$ cat src/rtl/analog_stick.sv
// analog_stick: four 8-bit stick positions (two players, X/Y each) driven either
// by digital direction inputs that ramp the position on a prescaled tick, or by
// strobed signed analog samples converted to offset binary and clamped.
module analog_stick #(
  parameter logic [15:0] TICK_DIV = 16'd6000,
  parameter logic [7:0]  STEP     = 8'd4,
  parameter logic [7:0]  CENTER   = 8'h80,
  parameter logic [7:0]  PMIN     = 8'h10,
  parameter logic [7:0]  PMAX     = 8'hF0
) (
  input  logic       cl,
  input  logic       reset,
  input  logic [3:0] JOY0,
  input  logic [3:0] JOY1,
  input  logic [1:0] ANA_EN,
  input  logic       ANA_STB,
  input  logic [7:0] ANA_X0,
  input  logic [7:0] ANA_Y0,
  input  logic [7:0] ANA_X1,
  input  logic [7:0] ANA_Y1,
  input  logic       HOLD,
  output logic [7:0] AX0,
  output logic [7:0] AY0,
  output logic [7:0] AX1,
  output logic [7:0] AY1
);

  // axis index: 0 = AX0, 1 = AY0, 2 = AX1, 3 = AY1
  logic [15:0] div_cnt;
  logic        tick;
  logic [7:0]  pos_q [4];
  logic [7:0]  pos_d [4];

  assign tick = (div_cnt == TICK_DIV - 16'd1);

  // One digital ramp step; 9-bit sums catch overflow/underflow before saturation.
  function automatic logic [7:0] ramp(input logic [7:0] pos, input logic inc, input logic dec);
    logic [8:0] up9;
    logic [8:0] dn9;
    logic [7:0] res;
    up9 = {1'b0, pos} + {1'b0, STEP};
    dn9 = {1'b0, pos} - {1'b0, STEP};
    res = pos;
    if (inc && !dec)
      res = (up9 > {1'b0, PMAX}) ? PMAX : up9[7:0];
    else if (dec && !inc)
      res = (dn9[8] || (dn9[7:0] < PMIN)) ? PMIN : dn9[7:0];
    else if (pos > CENTER)
      res = (dn9[8] || (dn9[7:0] < CENTER)) ? CENTER : dn9[7:0];
    else if (pos < CENTER)
      res = (up9 > {1'b0, CENTER}) ? CENTER : up9[7:0];
    return res;
  endfunction

  // Signed sample to offset binary (flip the sign bit), then limit to the legal window.
  function automatic logic [7:0] clamp(input logic [7:0] sample);
    logic [7:0] v;
    v = sample ^ 8'h80;
    if (v < PMIN)
      v = PMIN;
    else if (v > PMAX)
      v = PMAX;
    return v;
  endfunction

  // Prescaler: free-running 0..TICK_DIV-1, unaffected by HOLD.
  always_ff @(posedge cl) begin
    if (reset)
      div_cnt <= '0;
    else if (tick)
      div_cnt <= '0;
    else
      div_cnt <= div_cnt + 16'd1;
  end

  // Next position per axis: each player follows its own mode; HOLD freezes everything.
  always_comb begin
    for (int a = 0; a < 4; a++)
      pos_d[a] = pos_q[a];
    if (!HOLD) begin
      if (ANA_EN[0]) begin
        if (ANA_STB) begin
          pos_d[0] = clamp(ANA_X0);
          pos_d[1] = clamp(ANA_Y0);
        end
      end else if (tick) begin
        pos_d[0] = ramp(pos_q[0], JOY0[0], JOY0[1]);
        pos_d[1] = ramp(pos_q[1], JOY0[2], JOY0[3]);
      end
      if (ANA_EN[1]) begin
        if (ANA_STB) begin
          pos_d[2] = clamp(ANA_X1);
          pos_d[3] = clamp(ANA_Y1);
        end
      end else if (tick) begin
        pos_d[2] = ramp(pos_q[2], JOY1[0], JOY1[1]);
        pos_d[3] = ramp(pos_q[3], JOY1[2], JOY1[3]);
      end
    end
  end

  // Position registers; reset returns all sticks to rest.
  always_ff @(posedge cl) begin
    for (int a = 0; a < 4; a++) begin
      if (reset)
        pos_q[a] <= CENTER;
      else
        pos_q[a] <= pos_d[a];
    end
  end

  assign AX0 = pos_q[0];
  assign AY0 = pos_q[1];
  assign AX1 = pos_q[2];
  assign AY1 = pos_q[3];

endmodule

$ cat config.mk
export PLATFORM = sky130hd
export DESIGN_NAME = analog_stick
export DESIGN_NICKNAME = d
export VERILOG_FILES = /design/src/rtl/analog_stick.sv
export SDC_FILE = /design/constraint.sdc
export NUM_CORES = 1
export LEC_CHECK = 0
export ABC_AREA = 1
export CAP_MARGIN = 25
export CORE_MARGIN = 3
export CORE_UTILIZATION = 35
export CTS_BUF_LIST = sky130_fd_sc_hd__clkbuf_4 sky130_fd_sc_hd__clkbuf_8
export DETAILED_ROUTE_END_ITERATION = 8
export HOLD_SLACK_MARGIN = 0.05
export PLACE_DENSITY_LB_ADDON = 0.1
export SKIP_CTS_REPAIR_TIMING = 1
export SLEW_MARGIN = 5
export SYNTH_ARGS = -nofsm -noshare
export SYNTH_HDL_FRONTEND = slang
export SYNTH_SLANG_ARGS = --single-unit
$ cat constraint.sdc
create_clock -name cl -period 2.9 [get_ports cl]
set_clock_uncertainty 0.1 [all_clocks]
set_input_delay 0.435 -clock cl [delete_from_list [all_inputs] [get_ports cl]]
set_output_delay 0.435 -clock cl [all_outputs]
set_load 0.01 [all_outputs]
# == Word level (Yosys, flattened, before mapping) ==
# Memory sizes are Yosys's and may differ from the RTL's.
# Index checks and enable logic that the tools add are counted.
# totals
in_bits,46
out_inout_bits,32
register_bits,16
mem_bits_rw,32
memories,1
# mem_list
name,words,width,rd,rd_ports_with_merged_regs,wr,line_no,source
pos_q,4,8,4,0,4,31,logic [7:0] pos_q [4];
# op_classes
order_cmp,32
add_sub_neg,9
n_eq_ne,1
n_reduce_logical,25
mux,54
bitwise,8
# ops
op,count
$mux 8,44
$mux 16,6
$gt 9x8->1 const B,8
$gt 8x8->1 const B,8
$lt 8x5->1 const B,8
$lt 8x8->1 const B,8
$add 8x3->9 const B,4
$sub 8x3->9 const B,4
$mux 32,1
$add 16x1->16 const B,1
$eq 16x13->1 const B,1
$logic_and 1x1->1,8
$logic_not 1->1,8
$logic_or 1x1->1,8
$not 1->1,4
$or 1x1->1,4
$mux 1,3
$reduce_or 2->1,1

# == Longest topological paths before layout ==
# Gate-level depths: netlist of run 1.
# logic_depth
word_depth,11
mapped_depth,15
mapped_depth_nobuf,15

# == Least setup slack after synthesis of run 1 ==
# Ideal clock, no wire load.
# synth_path
kind,register to register
start,memory pos_q[1][2]
end,memory pos_q[1][0]
n_path_buf,0
required_ns,2.687
stages_incl_launch_ff,15
t_arrival_ns,1.777
synth_period_minus_slack_ns,1.989
setup_slack_ns,0.911
cell_sequence,dfxtp_1 > inv_1 > ha_1 > inv_1 > nand2_1 > nor2_1 > nand2_1 > nor2_1 > nand3_1 > nand2_2 > nand2_2 > a21oi_1 > nor2_1 > nor2_1 > nor2_1
# synth_rtl
element,line_no
"start, declared",31

==> metrics.md, run 1 <==
| Metric | Value |
|---|---|
| Flop-to-flop setup slack | 0.69 ns |
| Syn-to-layout area delta | 20.99% |
| Most common cell after layout, fill and taps aside | nand2_1 |
| First-pass GRT wire length | 24.15 mm |
| Clock latency at the later pin of the worst-skew pair | 0.30 ns |
| Main combinational cell family by area after synthesis | simple AND/OR/NAND/NOR gates |
| Placeable core area | 0.01345 sq mm |
| Antenna violations before repair | 0 |
| Reg clk slew, reported paths | 0.09 ns |
| Least-Margin Pin Slew | 0.5160 ns |
| Flops & latches, synth | 48 |
| Post-synthesis simple-gate area fraction | 0.4633 |
| H-Tree Depth | 2 |
| Initial Utilization | 0.3646 |
| Share of the yosys chip area belonging to registers | 0.1959 |
| Overflow after GRT | 0 |
| CTS Buffer Depth | 2 |
| First drt pass iteration count | 7 |
| Cell taking the most area after synthesis | dfxtp_1 |
| Crit-path max FO | 7 |
| Final hold violations | 0 |
| Synth warn | 0 |
| Power density cells | 338.1 mW/mm^2 |
| Die Area | 0.01547 sq mm |
| Drt drc | 0 |
| Synthesized net count | 925 |
| Setup crit end kind | flip-flop |
| CTS root buf | clkbuf_8 |
| Top cells by area, synth | dfxtp_1, nand2_1, nor2_1 |
| # clock sinks | 48 |
| Fin worst setup slack | 0.6911 ns |
| Compound-gate portion of the synthesized area | 0.1224 |
| Drt wl/cell | 13.32 um |
| Leak | 2.793 nW |
| Final period utilization | 0.7617 |
| Synth Cell Area | 0.004905 sq mm |
| Largest net degree at the start of global routing | 25 |
| Vias in the first global route | 4857 |
| Cts bufs inserted | 5 |
| WHS Endpoint | div_cnt[0] |
| Hpwl dp | 11.86 mm |
| Fmax achieved | 0.4527 GHz |
| Mean post-synth cell area | 5.730 sq um |
| Share of cells above drive strength 1 | 0.08944 |
| CP required | 3.00 ns |
| R2R depth | 12 |
| Synth Area in XOR/XNOR | 0.03520 |
| Post-synth top area share | 0.1959 |
| Final setup violation count | 0 |
| Nets@finish | 996 |
| First-iteration detailed-routing DRC count | 460 |
| Hold Crit Class | reg2reg |
| Total negative slack | 0 ns |
| Setup repair after global routing missed its margin | false |
| Peak supply drop | 163.5 uV |
| Max Slew Vio Count | 0 |
| CTS tree | built |
| Setup Crit Path Kind | reg2reg |
| Syn Inst Count | 856 |
| Status | complete, no violations |
| Place WS | 0.4200 ns |
| Synth unique cells | 41 |
| DIE HEIGHT | 124.4 um |
| Number of max-cap violations | 0 |
| Gpl congestion | 0.9228 |
| CP arrival | 2.31 ns |
| Routed Antenna Nets | 0 |
| DIE WIDTH | 124.4 um |
| Element type at the critical path start | flip-flop |
| IO buf count | 77 |
| Hold Startpoint | div_cnt[0] |
| Routed wire length | 14.70 mm |
| Hold Crit Depth | 1 |
| Mux contribution to synthesized area | 0 |
| R2r endpoint | pos_q[3][0] |
| Final min period | 2.209 ns |
| Post-Synth Adder-Cell Area | 0.05867 |
| GRT Util Overall | 0.1825 |
| Via density | 4.930 |
| N_diodes | 0 |
| Std-Cell Rows | 42 |
| RR Startpoint | pos_q[3][2] |
| Relative slew slack | 0.6549 |
| Most frequent cells in the layout | nand2_1, nor2_1, inv_1 |
| Via count | 5443 |
| I/O pin cnt | 78 |
## state kept, by name, summed over array words and instances (netlist names)
register / flops
pos_q: 32
div_cnt: 16
## per-layer routing
| layer | routed length (um) | track usage | share of wire | up-vias |
|---|---|---|---|---|
| li1 | - | - | - | 2882 |
| met1 | 7595 | 0.2745 | 0.52 | 2395 |
| met2 | 6363 | 0.2837 | 0.43 | 160 |
| met3 | 689 | 0.02659 | 0.047 | 6 |
| met4 | 51 | 0.02128 | 0.0035 | 0 |
| met5 | 0 | 0 | 0 | - |
## power breakdown
group	internal [W]	total (W)	switching, W	leakage (nW)
combinational	0.000325	0.000822	0.000496	2.35
sequential	0.000692	0.000760	0.0000677	0.391
clock	0.000213	0.000425	0.000211	0.0523
total	0.00123	0.00201	0.000776	2.79
## how the worst max path moves through the flow
stage                            from          end  slack (ns)
after CTS                 pos_q[3][2]  pos_q[3][0]        0.70
after global placement      ANA_EN[0]  pos_q[1][1]        0.45
after floorplan           pos_q[1][2]  pos_q[1][0]        0.91
after global routing      pos_q[3][2]  pos_q[3][0]        0.45
final                     pos_q[3][2]  pos_q[3][0]        0.69
after detailed placement    ANA_EN[0]  pos_q[1][1]        0.42
## Yosys cell counts, drive strengths merged
cell     instances
nor4             4
nor2           131
dfxtp           48
a22o             1
a31oi            5
o21bai           1
xnor2            1
nor3            18
nand3b           1
clkbuf           6
nor3b            1
a21oi           56
nand4           23
xor2            17
o211ai           6
inv            129
ha              23
o22ai            1
buf             16
o2111ai          2
nand2          232
a211oi           1
nand3           92
or2              3
and3             1
o41ai            1
o21ai           36
## worst max-delay path: stages (launching register included)
cell	delay, ns
dfxtp_1	0.47
inv_1	0.16
ha_1	0.34
inv_1	0.15
nand3_1	0.09
nor2_1	0.10
nand3_1	0.08
nand2_1	0.12
nand2_2	0.09
nand2_1	0.07
nand2_1	0.11
a21oi_1	0.16
nor2_1	0.06
## final cells by class
class,count,area [sq um]
tap,176,220.2
timing repair buffer,86,838.3
multi-input combinational,657,3333
clock buffer,8,97.59
sequential,48,960.9
inverter,129,484.2
fill,1505,7518
## stage by stage
step | utilization | hold slack [ns] | power [W] | instances | instance area (sq um)
6_report | 0.4411 | 0.3508 | 0.002006 | 1104 | 5934
5_1_grt | 0.4411 | 0.3868 | 0.002164 | 1104 | 5934
4_1_cts | 0.4411 | 0.3563 | 0.002026 | 1104 | 5934
3_5_place_dp | 0.4339 | 0.3375 | 0.001590 | 1096 | 5837
3_3_place_gp | 0.4339 | 0.3327 | 0.001604 | 1096 | 5837
2_1_floorplan | - | 0.3176 | 0.001308 | 856 | 4905
## cells by family (layout without fill, tap and decap cells)
logic type,count (synthesis),count (layout)
flip-flops,48,48
XOR/XNOR,18,18
AND/OR/NAND/NOR,506,506
adder cells (fa/ha/maj),23,23
buffers and inverters,151,223
AO/OA/AOI/OAI,110,110
No activity file was read; power rests on OpenSTA's default activity.
==> run 2, diff against run 1 <==
clock period = 2.3 ns   (was 2.9 ns; I/O delays follow)
==> run 2 against run 1 <==
- sequential share of layout area is 0.56 points lower
- critical path depth is 1 lower
- critical path type unchanged
- combinational power is 34% higher
- worst hold slack better by 0.0053 ns
- highest routed layer unchanged
==> metrics.md, run 2 (synthesis results as in run 1) <==
| Metric | Value |
|---|---|
| First drt pass iteration count | 7 (unchanged) |
| DIE HEIGHT | 124.4 um (unchanged) |
| Final setup violation count | 0 (unchanged) |
| M1 GR Usage | 0.2776 (+0.003143) |
| Largest net degree at the start of global routing | 17 (-32%) |
| Relative slew slack | 0.6657 (+0.01082) |
| Final period utilization | 0.9285 (+0.1668) |
| I/O pin cnt | 78 (unchanged) |
| Reg clk slew, reported paths | 0.09 ns (about the same) |
| Std-Cell Rows | 42 (unchanged) |
| Hpwl dp | 12.32 mm (+3.9%) |
| Drt wl/cell | 13.20 um (-0.89%) |
| H-Tree Depth | 2 (unchanged) |
| Nets@finish | 1025 (+2.9%) |
| Routed wire length | 14.95 mm (+1.7%) |
| Total negative slack | 0 ns (unchanged) |
| Via density | 4.959 (+0.57%) |
| Most common cell after layout, fill and taps aside | nand2_1 |
| Post-DP Area | 0.006067 sq mm (+3.9%) |
| Die Area | 0.01547 sq mm (unchanged) |
| Via count | 5618 (+3.2%) |
| Final Instance Count excl. Fillers | 1133 (+2.6%) |
| CP arrival | 2.28 ns (-0.03 ns) |
| GRT Util Overall | 0.1881 (+0.005560) |
| Peak supply drop | 230.7 uV (+41%) |
| Hold Crit Class | reg2reg |
| Least-Margin Pin Slew | 0.4949 ns (-0.02109 ns) |
| Overflow after GRT | 0 (unchanged) |
| Biggest register | pos_q |
| CP required | 2.44 ns (-0.56 ns) |
| Hold_ws | 0.3561 ns (+0.005258 ns) |
| Drt drc | 0 (unchanged) |
| CTS tree | built |
| Most frequent cells in the layout | nand2_1, nor2_1, inv_1 |
| Clock latency at the later pin of the worst-skew pair | 0.30 ns (about the same) |
| Status | complete, no violations |
| First-pass GRT wire length | 24.92 mm (+3.2%) |
| Max FFs per register | 32 (unchanged) |
| Gpl congestion | 0.9186 (-0.46%) |
| Max Slew Vio Count | 0 (unchanged) |
| Finished Cell Area | 0.006170 sq mm (+4.0%) |
| Initial Utilization | 0.3646 (unchanged) |
| Cts bufs inserted | 5 (unchanged) |
| IO buf count | 77 (unchanged) |
| Setup Crit Path Kind | reg2reg |
| Placed insts | 1125 (+2.6%) |
| Share of cells above drive strength 1 | 0.1202 (+0.03073) |
| Largest registers | pos_q x32, div_cnt x16 |
| Number of max-cap violations | 0 (unchanged) |
| First-iteration detailed-routing DRC count | 372 (-19%) |
| Routed Antenna Nets | 0 (unchanged) |
| Crit-path max FO | 5 (-2) |
| Setup crit end kind | flip-flop |
| Setup repair after global routing missed its margin | false |
| Syn-to-layout area delta | 25.79% |
| Vias in the first global route | 5152 (+6.1%) |
| Met3 Track Usage GR | 0.03130 (+0.004717) |
| Placeable core area | 0.01345 sq mm (unchanged) |
| M2 GR Usage | 0.2913 (+0.007634) |
| Element type at the critical path start | flip-flop |
| Leak | 2.943 nW (+5.4%) |
| CTS root buf | clkbuf_8 |
| Fmax achieved | 0.4683 GHz (+3.4%) |
| DIE WIDTH | 124.4 um (unchanged) |
| Final hold violations | 0 (unchanged) |
| Final min period | 2.136 ns (-0.07334 ns) |
| Antenna violations before repair | 0 (unchanged) |
| # clock sinks | 48 (unchanged) |
| Top Usage Layer GRT | met2 |
| Power density cells | 417.4 mW/mm^2 (+23%) |
| CTS Buffer Depth | 2 (unchanged) |
| N_diodes | 0 (unchanged) |
-- run 2: power breakdown --
group          leakage, nW  switching [W]  internal, W  total [W]
clock               0.0493       0.000288     0.000241   0.000529
combinational         2.50       0.000651     0.000450    0.00110
sequential           0.392      0.0000712     0.000873   0.000944
-- run 2: final timing paths --
kind | endpoint | slack [ns] | start | cells past startpoint
setup / recovery | pos_q[2][2] | 0.16 | pos_q[2][2] | 11
hold / removal | div_cnt[0] | 0.36 | div_cnt[0] | 1
setup reg to reg | pos_q[2][2] | 0.16 | pos_q[2][2] | 11
hold reg to reg | div_cnt[0] | 0.36 | div_cnt[0] | 1
-- run 2: metrics by stage --
step	util	power, W	worst slack (ns)
6_report	0.4586	0.002575	0.1644
5_1_grt	0.4586	0.002776	0.008066
4_1_cts	0.4579	0.002594	0.1809
3_5_place_dp	0.4510	0.002057	0.09378
3_3_place_gp	0.4510	0.002069	0.1187
2_1_floorplan	-	0.001649	0.3105
-- run 2: worst max-delay path: stages (launching register included) --
cell     delay, ns
dfxtp_1       0.44
inv_1         0.16
ha_1          0.36
inv_1         0.14
nand3_1       0.09
nor2_1        0.11
nand3_1       0.10
nand2_2       0.09
nand2_2       0.08
o21ai_0       0.17
nand3_1       0.11
a21oi_1       0.13
-- run 2: layout make-up --
cell class,instances,area (sq um)
clock inverters,1,8.758
inverters,129,484.2
repair buffers,115,1069
well taps,176,220.2
flip-flops and latches,48,964.7
clock buffers,7,83.83
multi-input cells,657,3339
fillers,1501,7283
-- run 2: per-layer routing --
layer / vias up / part of all wire
met5: - / 0
met3: 12 / 0.050
li1: 2950 / -
met2: 159 / 0.43
met4: 0 / 0.0078
met1: 2497 / 0.52
